==> src/rtl/pipe_reg_chain.sv <==
// -----------------------------------------------------------------------------
// pipe_reg_chain
//   Parametrised chain of pipeline registers with per-stage valid bits and a
//   valid/ready handshake on both ends. The ready chain is combinational, so a
//   bubble anywhere in the chain is collapsed in a single cycle. A synchronous
//   flush squashes every stage. The payload is opaque; callers pack their own
//   control and data fields into it.
//
// Parameters
//   WIDTH   payload width in bits (>= 1)
//   STAGES  number of register stages (>= 1, anything less fails elaboration)
//   CNTW    derived occupancy width, $clog2(STAGES+1), not overridable
//
// Ports
//   clk        rising-edge clock
//   reset      asynchronous, active-high reset
//   flush      synchronous clear of all stages; drops any beat offered
//   in_valid   upstream presents in_data
//   in_ready   chain accepts in_data this cycle (forced low during flush)
//   in_data    upstream payload
//   out_valid  last stage holds a valid payload
//   out_ready  downstream consumes out_data this cycle
//   out_data   last-stage payload, stable while out_valid & ~out_ready
//   occupancy  registered count of stages holding a valid payload
//   stall_cnt  saturating count of edges with out_valid & ~out_ready
//              (only when PIPE_STALL_CNT_EN is defined)
//
// Build option
//   PIPE_STALL_CNT_EN  adds the stall_cnt port and its 16-bit saturating
//                      counter; cleared by reset only, flush leaves it alone.
// -----------------------------------------------------------------------------
module pipe_reg_chain #(
   parameter  int WIDTH  = 32,
   parameter  int STAGES = 2,
   localparam int CNTW   = $clog2(STAGES + 1)
) (
   input  logic              clk,
   input  logic              reset,
   input  logic              flush,
   input  logic              in_valid,
   output logic              in_ready,
   input  logic [WIDTH-1:0]  in_data,
   output logic              out_valid,
   input  logic              out_ready,
   output logic [WIDTH-1:0]  out_data,
   output logic [CNTW-1:0]   occupancy
`ifdef PIPE_STALL_CNT_EN
   ,
   output logic [15:0]       stall_cnt
`endif
);

   generate
      if (STAGES < 1) begin : g_bad_stages
         $error("pipe_reg_chain: STAGES must be >= 1");
      end
   endgenerate

   logic [STAGES-1:0] valid_q;
   logic [STAGES-1:0] valid_d;
   logic [STAGES-1:0] ready;
   logic [STAGES-1:0] down_ready;
   logic [STAGES-1:0] src_valid;
   logic [STAGES-1:0] xfer;
   logic [WIDTH-1:0]  data_q   [STAGES];
   logic [WIDTH-1:0]  src_data [STAGES];
   logic [CNTW-1:0]   occ_d;

   // Ready ripples from the output side back to the input side. down_ready[k]
   // is whatever sits in front of stage k (next stage's ready, or out_ready for
   // the last stage); a stage is ready when it is empty or can pass its beat on.
   always_comb begin
      logic rdy_acc;
      rdy_acc    = out_ready;
      ready      = '0;
      down_ready = '0;
      for (int k = STAGES - 1; k >= 0; k--) begin
         down_ready[k] = rdy_acc;
         rdy_acc       = ~valid_q[k] | rdy_acc;
         ready[k]      = rdy_acc;
      end
   end

   always_comb begin
      src_valid[0] = in_valid;
      src_data[0]  = in_data;
      for (int k = 1; k < STAGES; k++) begin
         src_valid[k] = valid_q[k-1];
         src_data[k]  = data_q[k-1];
      end
   end

   // A stage that receives a beat becomes valid; a stage whose beat leaves
   // without a replacement empties. Flush outranks both.
   always_comb begin
      occ_d   = '0;
      xfer    = '0;
      valid_d = '0;
      for (int k = 0; k < STAGES; k++) begin
         xfer[k] = ready[k] & src_valid[k];
         if (flush) begin
            valid_d[k] = 1'b0;
         end else begin
            valid_d[k] = xfer[k] | (valid_q[k] & ~down_ready[k]);
         end
         occ_d = occ_d + CNTW'(valid_d[k]);
      end
   end

   always_ff @(posedge clk or posedge reset) begin
      if (reset) begin
         valid_q   <= '0;
         occupancy <= '0;
         for (int k = 0; k < STAGES; k++) begin
            data_q[k] <= '0;
         end
      end else begin
         valid_q   <= valid_d;
         occupancy <= occ_d;
         for (int k = 0; k < STAGES; k++) begin
            // Data only moves on a transfer so stalled stages do not toggle.
            if (flush) begin
               data_q[k] <= '0;
            end else if (xfer[k]) begin
               data_q[k] <= src_data[k];
            end
         end
      end
   end

   assign in_ready  = ready[0] & ~flush;
   assign out_valid = valid_q[STAGES-1];
   assign out_data  = data_q[STAGES-1];

`ifdef PIPE_STALL_CNT_EN
   always_ff @(posedge clk or posedge reset) begin
      if (reset) begin
         stall_cnt <= '0;
      end else if (out_valid && !out_ready && (stall_cnt != 16'hFFFF)) begin
         stall_cnt <= stall_cnt + 16'd1;
      end
   end
`endif

endmodule

==> config.mk <==
export PLATFORM = sky130hd
export DESIGN_NAME = pipe_reg_chain
export DESIGN_NICKNAME = d
export VERILOG_FILES = /design/src/rtl/pipe_reg_chain.sv
export SDC_FILE = /design/constraint.sdc
export NUM_CORES = 1
export LEC_CHECK = 0
export CAP_MARGIN = 20
export CORE_ASPECT_RATIO = 0.9
export CORE_MARGIN = 4
export CORE_UTILIZATION = 55
export CTS_CLUSTER_DIAMETER = 200
export CTS_CLUSTER_SIZE = 25
export DETAILED_ROUTE_END_ITERATION = 16
export GPL_TIMING_DRIVEN = 1
export PLACE_DENSITY = 0.86
export SKIP_CTS_REPAIR_TIMING = 1
export SLEW_MARGIN = 30
export SYNTH_ARGS = -nofsm -noshare
export SYNTH_HDL_FRONTEND = slang
export SYNTH_SLANG_ARGS = --single-unit
==> constraint.sdc <==
create_clock -name clk -period 4.3 [get_ports clk]
set_input_delay 0.86 -clock clk [delete_from_list [all_inputs] [get_ports clk]]
set_output_delay 0.86 -clock clk [all_outputs]
set_load 0.02 [all_outputs]
==> flow_summary.json, run 1 <==
{
  "outcome": "finished, final reports clean",
  "irDropWorstVdd_uv": 181,
  "gp_congestion": 0.745,
  "max_stage_delay_ns": 0.62,
  "setup_viol": 0,
  "core-area_mm2": 0.00582,
  "routed.top_layer": "met4",
  "p_int_mw": 1.01,
  "antenna_found_initial": 0,
  "yosysSeqAreaShare_pct": 50.1,
  "drive_above_1_share_pct": 6.32,
  "fmax_mhz": 326,
  "avgSynthCellArea_um2": 10.3,
  "cp.arrival_ns": 2.21,
  "layout.nets": 397,
  "pwr-share-seq_pct": 50.9,
  "vias": 2355,
  "critPathKind": "input port to output pin",
  "cp-end-kind": "output pin",
  "tightest_slew_ns": 0.847,
  "reg2reg_depth": 4,
  "powerDensity_mw_per_mm2": 334,
  "ys_ff_latch": 68,
  "fin_skew_ns": 0.00504,
  "h-tree-depth": 3,
  "crit_top_cell": "clkdlybuf4s50_1",
  "synth_cell_types": 19,
  "io_buffers": 72,
  "area_delta_synth_final_pct": 18.0,
  "postSynthCellCount": 331,
  "syn-num-nets": 369,
  "fp.dieH_um": 82.6,
  "cts_tree": "yes",
  "cts-buffers-inserted": 9,
  "antennaDiodeCount": 0,
  "grt_pass1_vias": 2299,
  "io-pin-count": 73,
  "path_delay_family": "buffers and inverters",
  "min_period_over_period_pct": 71.3,
  "overflow": 0,
  "hold-path-endpoint": "out_data[17]",
  "die_area_mm2": 0.00750,
  "met3_length_um": 267,
  "globalRouteTotalUtil_pct": 18.9,
  "crit_path_top_delay_cell": "clkdlybuf4s50_1",
  "grt_max_degree": 99,
  "min_period_ns": 3.07,
  "most-common-layout-cells": "clkdlybuf4s50_1 (71), dfrtp_1 (68), nand2b_1 (64)",
  "path_max_fanout": 2,
  "grt_pass1_wl_um": 11000,
  "post-dp-hpwl_um": 4230,
  "leakagePower_nw": 1.73,
  "min_path_cells": 2,
  "switchingPower_mw": 0.332,
  "yosysWarnings": 0,
  "clockBufferDepth": 2,
  "p_sw_share_pct": 24.8,
  "syn_area_mm2": 0.00340,
  "wl_per_cell_um": 15.7,
  "finalHoldViolCount": 0,
  "drv_cap": 0,
  "wl_met1_um": 3030,
  "root_buffer": "clkbuf_8",
  "relSlewSlack_pct": 43.2,
  "drv_slew": 0,
  "final_antenna_net_count": 0,
  "dr.pass1.iters": 4,
  "place_ws_ns": 1.22,
  "worstPathRequired_ns": 3.44,
  "drc": 0,
  "r2r-start": "valid_q[0]",
  "met2_length_um": 3360,
  "power_frac_comb_pct": 12.9,
  "clk_pin_slew_ns": 0.07,
  "min_from": "data_q[49]",
  "crit_buf_inv": 2,
  "setup_ws_ns": 1.23,
  "die_width_um": 90.9,
  "core.rowCount": 26,
  "insertion_delay_ns": 0.33,
  "worstPathCellList": "clkdlybuf4s50_1, nor2b_4, a21oi_1, clkdlybuf4s50_1",
  "min_path_type": "register to register",
  "drtIter0Drc": 124,
  "rrSetupSlack_ns": 1.96,
  "r2r-end": "occupancy[0]",
  "tns_ns": 0,
  "rsz0062_at_grt": "no",
  "initial_core_util_pct": 58.4,
  "start_kind": "input port",
  "routed_wl_um": 6810,
  "clockPowerShare_pct": 36.2,
  "cts.sinks": 68,
  "final_common_cell": "clkdlybuf4s50_1",
  "post_drt_via_cell_ratio": 5.43
}
-- cell families (layout without fill, tap and decap cells) --
family / count (synthesis) / after routing / share of synthesized area [%]
AOI/OAI and AO/OA: 68 / 68 / 10.4
adders and majority gates: 1 / 1 / 0.368
buffers and inverters: 63 / 96 / 12.5
DFF: 68 / 68 / 50.1
muxes: 32 / 32 / 9.42
and+or+nand+nor: 99 / 99 / 17.2
-- cell usage after synthesis --
cell type	count	share of area [%]
a21boi_4	1	0.55
a21oi_1	35	5.2
buf_1	1	0.11
buf_12	3	1.8
buf_2	9	1.3
buf_4	32	7.1
buf_6	1	0.33
clkbuf_1	14	1.5
clkbuf_2	1	0.15
dfrtp_1	68	50
ha_1	1	0.37
inv_1	2	0.22
mux2i_1	32	9.4
nand2b_1	64	12
nand3_1	32	4.7
nor2_1	1	0.11
nor2b_4	1	0.40
o21ai_0	32	4.7
or2b_1	1	0.22
-- worst register-to-register path, stage by stage (launching register included) --
cell      delay, ns
dfrtp_1        0.35
buf_4          0.37
clkinv_1       0.80
a21oi_1        0.44
ha_1           0.28
-- flip-flops by register name, summed over array words and instances, names as in the netlist --
register   count
data_q        32
out_data      32
occupancy      2
valid_q        2
-- per-stage QoR --
stage / std cells / power, mW / area (um2) / utilization [%] / hold slack [ns]
after detailed placement: 418 / 0.867 / 3830 / 65.8 / 0.525
after CTS: 434 / 1.35 / 4010 / 68.9 / 0.536
after global routing: 434 / 1.39 / 4010 / 68.9 / 0.553
final: 434 / 1.34 / 4010 / 68.9 / 0.530
after global placement: 418 / 0.863 / 3830 / 65.8 / 0.517
after floorplan: 331 / 0.809 / 3400 / - / 0.509
-- power groups by stage --
| stage | combinational [mW] | sequential, mW | clock [mW] |
|---|---|---|---|
| after detailed placement | 0.173 | 0.694 | 0 |
| after floorplan | 0.117 | 0.692 | 0 |
| final | 0.172 | 0.682 | 0.485 |
| after global routing | 0.188 | 0.685 | 0.517 |
| after global placement | 0.170 | 0.693 | 0 |
| after CTS | 0.174 | 0.682 | 0.490 |
-- worst max-delay path by stage --
| stage | startpoint | endpoint | cells after the start |
|---|---|---|---|
| floorplan | reset | data_q[32] | 1 |
| global placement | out_ready | in_ready | 4 |
| detailed placement | out_ready | in_ready | 4 |
| CTS | out_ready | in_ready | 4 |
| global route | out_ready | in_ready | 4 |
| finish | out_ready | in_ready | 4 |
-- per-layer routing --
| layer | up-vias | track usage (%) |
|---|---|---|
| met1 | 1150 | 24.5 |
| met5 | - | 0 |
| met3 | 13 | 3.35 |
| met4 | 0 | 9.19 |
| met2 | 59 | 31.2 |
| li1 | 1133 | - |
-- layout make-up --
class	count	area (um2)
clock inverter	1	5.00
multi-input combinational	200	1270
clock buffer	15	176
sequential	68	1700
timing repair buffer	78	761
inverter	2	7.51
tap	70	87.6
fill	448	1810
(Power assumes the default switching activity.)
==> run 2: changes to the inputs <==
--- a/config.mk
+++ b/config.mk
@@ -8,12 +8,12 @@
 export CAP_MARGIN = 20
 export CORE_ASPECT_RATIO = 0.9
 export CORE_MARGIN = 4
-export CORE_UTILIZATION = 55
+export CORE_UTILIZATION = 51
 export CTS_CLUSTER_DIAMETER = 200
 export CTS_CLUSTER_SIZE = 25
 export DETAILED_ROUTE_END_ITERATION = 16
 export GPL_TIMING_DRIVEN = 1
-export PLACE_DENSITY = 0.86
+export PLACE_DENSITY = 0.8
 export SKIP_CTS_REPAIR_TIMING = 1
 export SLEW_MARGIN = 30
 export SYNTH_ARGS = -nofsm -noshare
==> constraint.sdc (replaced) <==
create_clock -name clk -period 3.1 [get_ports clk]
set_input_delay 0.62 -clock clk [delete_from_list [all_inputs] [get_ports clk]]
set_output_delay 0.62 -clock clk [all_outputs]
set_load 0.02 [all_outputs]
==> flow_summary.json, run 2 (same netlist as run 1, synthesis figures left out) <==
{
  "layout.nets": 397,
  "worstPathRequired_ns": 2.48,
  "clockBufferDepth": 2,
  "leakagePower_nw": 1.73,
  "cts.sinks": 68,
  "cts-buffers-inserted": 9,
  "rsz0062_at_grt": "no",
  "drv_cap": 0,
  "crit_start": "out_ready",
  "cp-end-kind": "output pin",
  "globalRouteTotalUtil_pct": 18.2,
  "stdcell_count": 450,
  "post_drt_via_cell_ratio": 5.18,
  "gp_congestion": 0.743,
  "dr.pass1.iters": 4,
  "root_buffer": "clkbuf_8",
  "min_from": "data_q[50]",
  "routed_wl_um": 6800,
  "post-route-util_pct": 64.4,
  "critPathKind": "input port to output pin",
  "min_period_over_period_pct": 82.9,
  "overflow": 0,
  "drc": 0,
  "antenna_found_initial": 0,
  "setup_viol": 0,
  "whs_ns": 0.532,
  "setup_ws_ns": 0.529,
  "final_common_cell": "clkdlybuf4s50_1",
  "finalHoldViolCount": 0,
  "final_antenna_net_count": 0,
  "max_stage_delay_ns": 0.61,
  "crit_path_top_delay_cell": "clkdlybuf4s50_1",
  "grt_max_degree": 99,
  "fin_skew_ns": 0.00730,
  "insertion_delay_ns": 0.33,
  "drive_above_1_share_pct": 6.34,
  "worstPathCellList": "clkdlybuf4s50_1, nor2b_4, a21oi_1, clkdlybuf4s50_1",
  "io_buffers": 72,
  "powerDensity_mw_per_mm2": 451,
  "post-dp-hpwl_um": 4250,
  "crit_top_cell": "clkdlybuf4s50_1",
  "drv_slew": 0,
  "cp.arrival_ns": 1.95,
  "io-pin-count": 73,
  "die_area_mm2": 0.00804,
  "outcome": "finished, final reports clean",
  "tns_ns": 0,
  "grt_pass1_wl_um": 11600,
  "finalInstanceArea_mm2": 0.00405,
  "core-area_mm2": 0.00628,
  "r2r-start": "valid_q[0]",
  "drtIter0Drc": 123,
  "path_max_fanout": 2,
  "h-tree-depth": 3,
  "area_delta_synth_final_pct": 19.0,
  "vias": 2331,
  "fmax_mhz": 389,
  "tightest_slew_ns": 0.900,
  "wl_per_cell_um": 15.1,
  "irDropWorstVdd_uv": 254,
  "dp.cells": 435,
  "min_period_ns": 2.57,
  "fp.dieH_um": 85.5,
  "cts_tree": "yes",
  "initial_core_util_pct": 54.1,
  "most-common-layout-cells": "clkdlybuf4s50_1 (71), dfrtp_1 (68), nand2b_1 (64)",
  "fin_total_pwr_mw": 1.82,
  "relSlewSlack_pct": 39.9,
  "start_kind": "input port",
  "clk_pin_slew_ns": 0.07,
  "die_width_um": 94.1,
  "place_ws_ns": 0.523,
  "placed_cell_area_mm2": 0.00388,
  "antennaDiodeCount": 0,
  "core.rowCount": 27,
  "min_path_type": "register to register",
  "grt_pass1_vias": 2394
}
==> run 2: cell count changes in the layout (fill, tap and decap cells not counted) <==
cell,change
buf_12,+2
buf_4,-2
clkbuf_1,-1
clkbuf_8,-1
clkinv_1,-1
clkinv_2,+1
inv_1,+1
==> run 2: area by class of cell <==
class                           count  area, um2
Fill cell                         535       2240
Tap cell                           87        109
Timing Repair Buffer               78        786
Inverter                            2       7.51
Clock inverter                      2       10.0
Multi-Input combinational cell    200       1270
Sequential cell                    68       1700
Clock buffer                       13        159
==> run 2: per-layer routing <==
layer	wire length, um	global-route usage [%]	up-vias
met4	80	5.51	0
met1	2970	24.7	1127
met2	3370	28.8	58
li1	-	-	1139
met5	0	0	-
met3	374	4.43	7
==> run 2: power by group <==
group	leakage, nW	internal (mW)	switching (mW)	total (mW)
clock	0.0893	0.328	0.308	0.636
sequential	0.921	0.926	0.0200	0.946
combinational	0.722	0.119	0.124	0.243
==> run 2: worst max-delay path: cells and delay by family <==
kind / cells / cell delay, ns
buffers and inverters: 2 / 1.13
AND/OR/NAND/NOR: 1 / 0.05
AO/OA/AOI/OAI: 1 / 0.14
==> run 2: worst paths after layout <==
check | end | cells past startpoint | slack (ns)
setup / recovery | in_ready | 4 | 0.53
hold / removal | out_data[18] | 2 | 0.53
setup reg to reg | occupancy[0] | 4 | 1.12
hold reg to reg | out_data[18] | 2 | 0.53
max in group asynchronous | data_q[33] | 3 | 1.75
min in group asynchronous | data_q[49] | 2 | 0.71
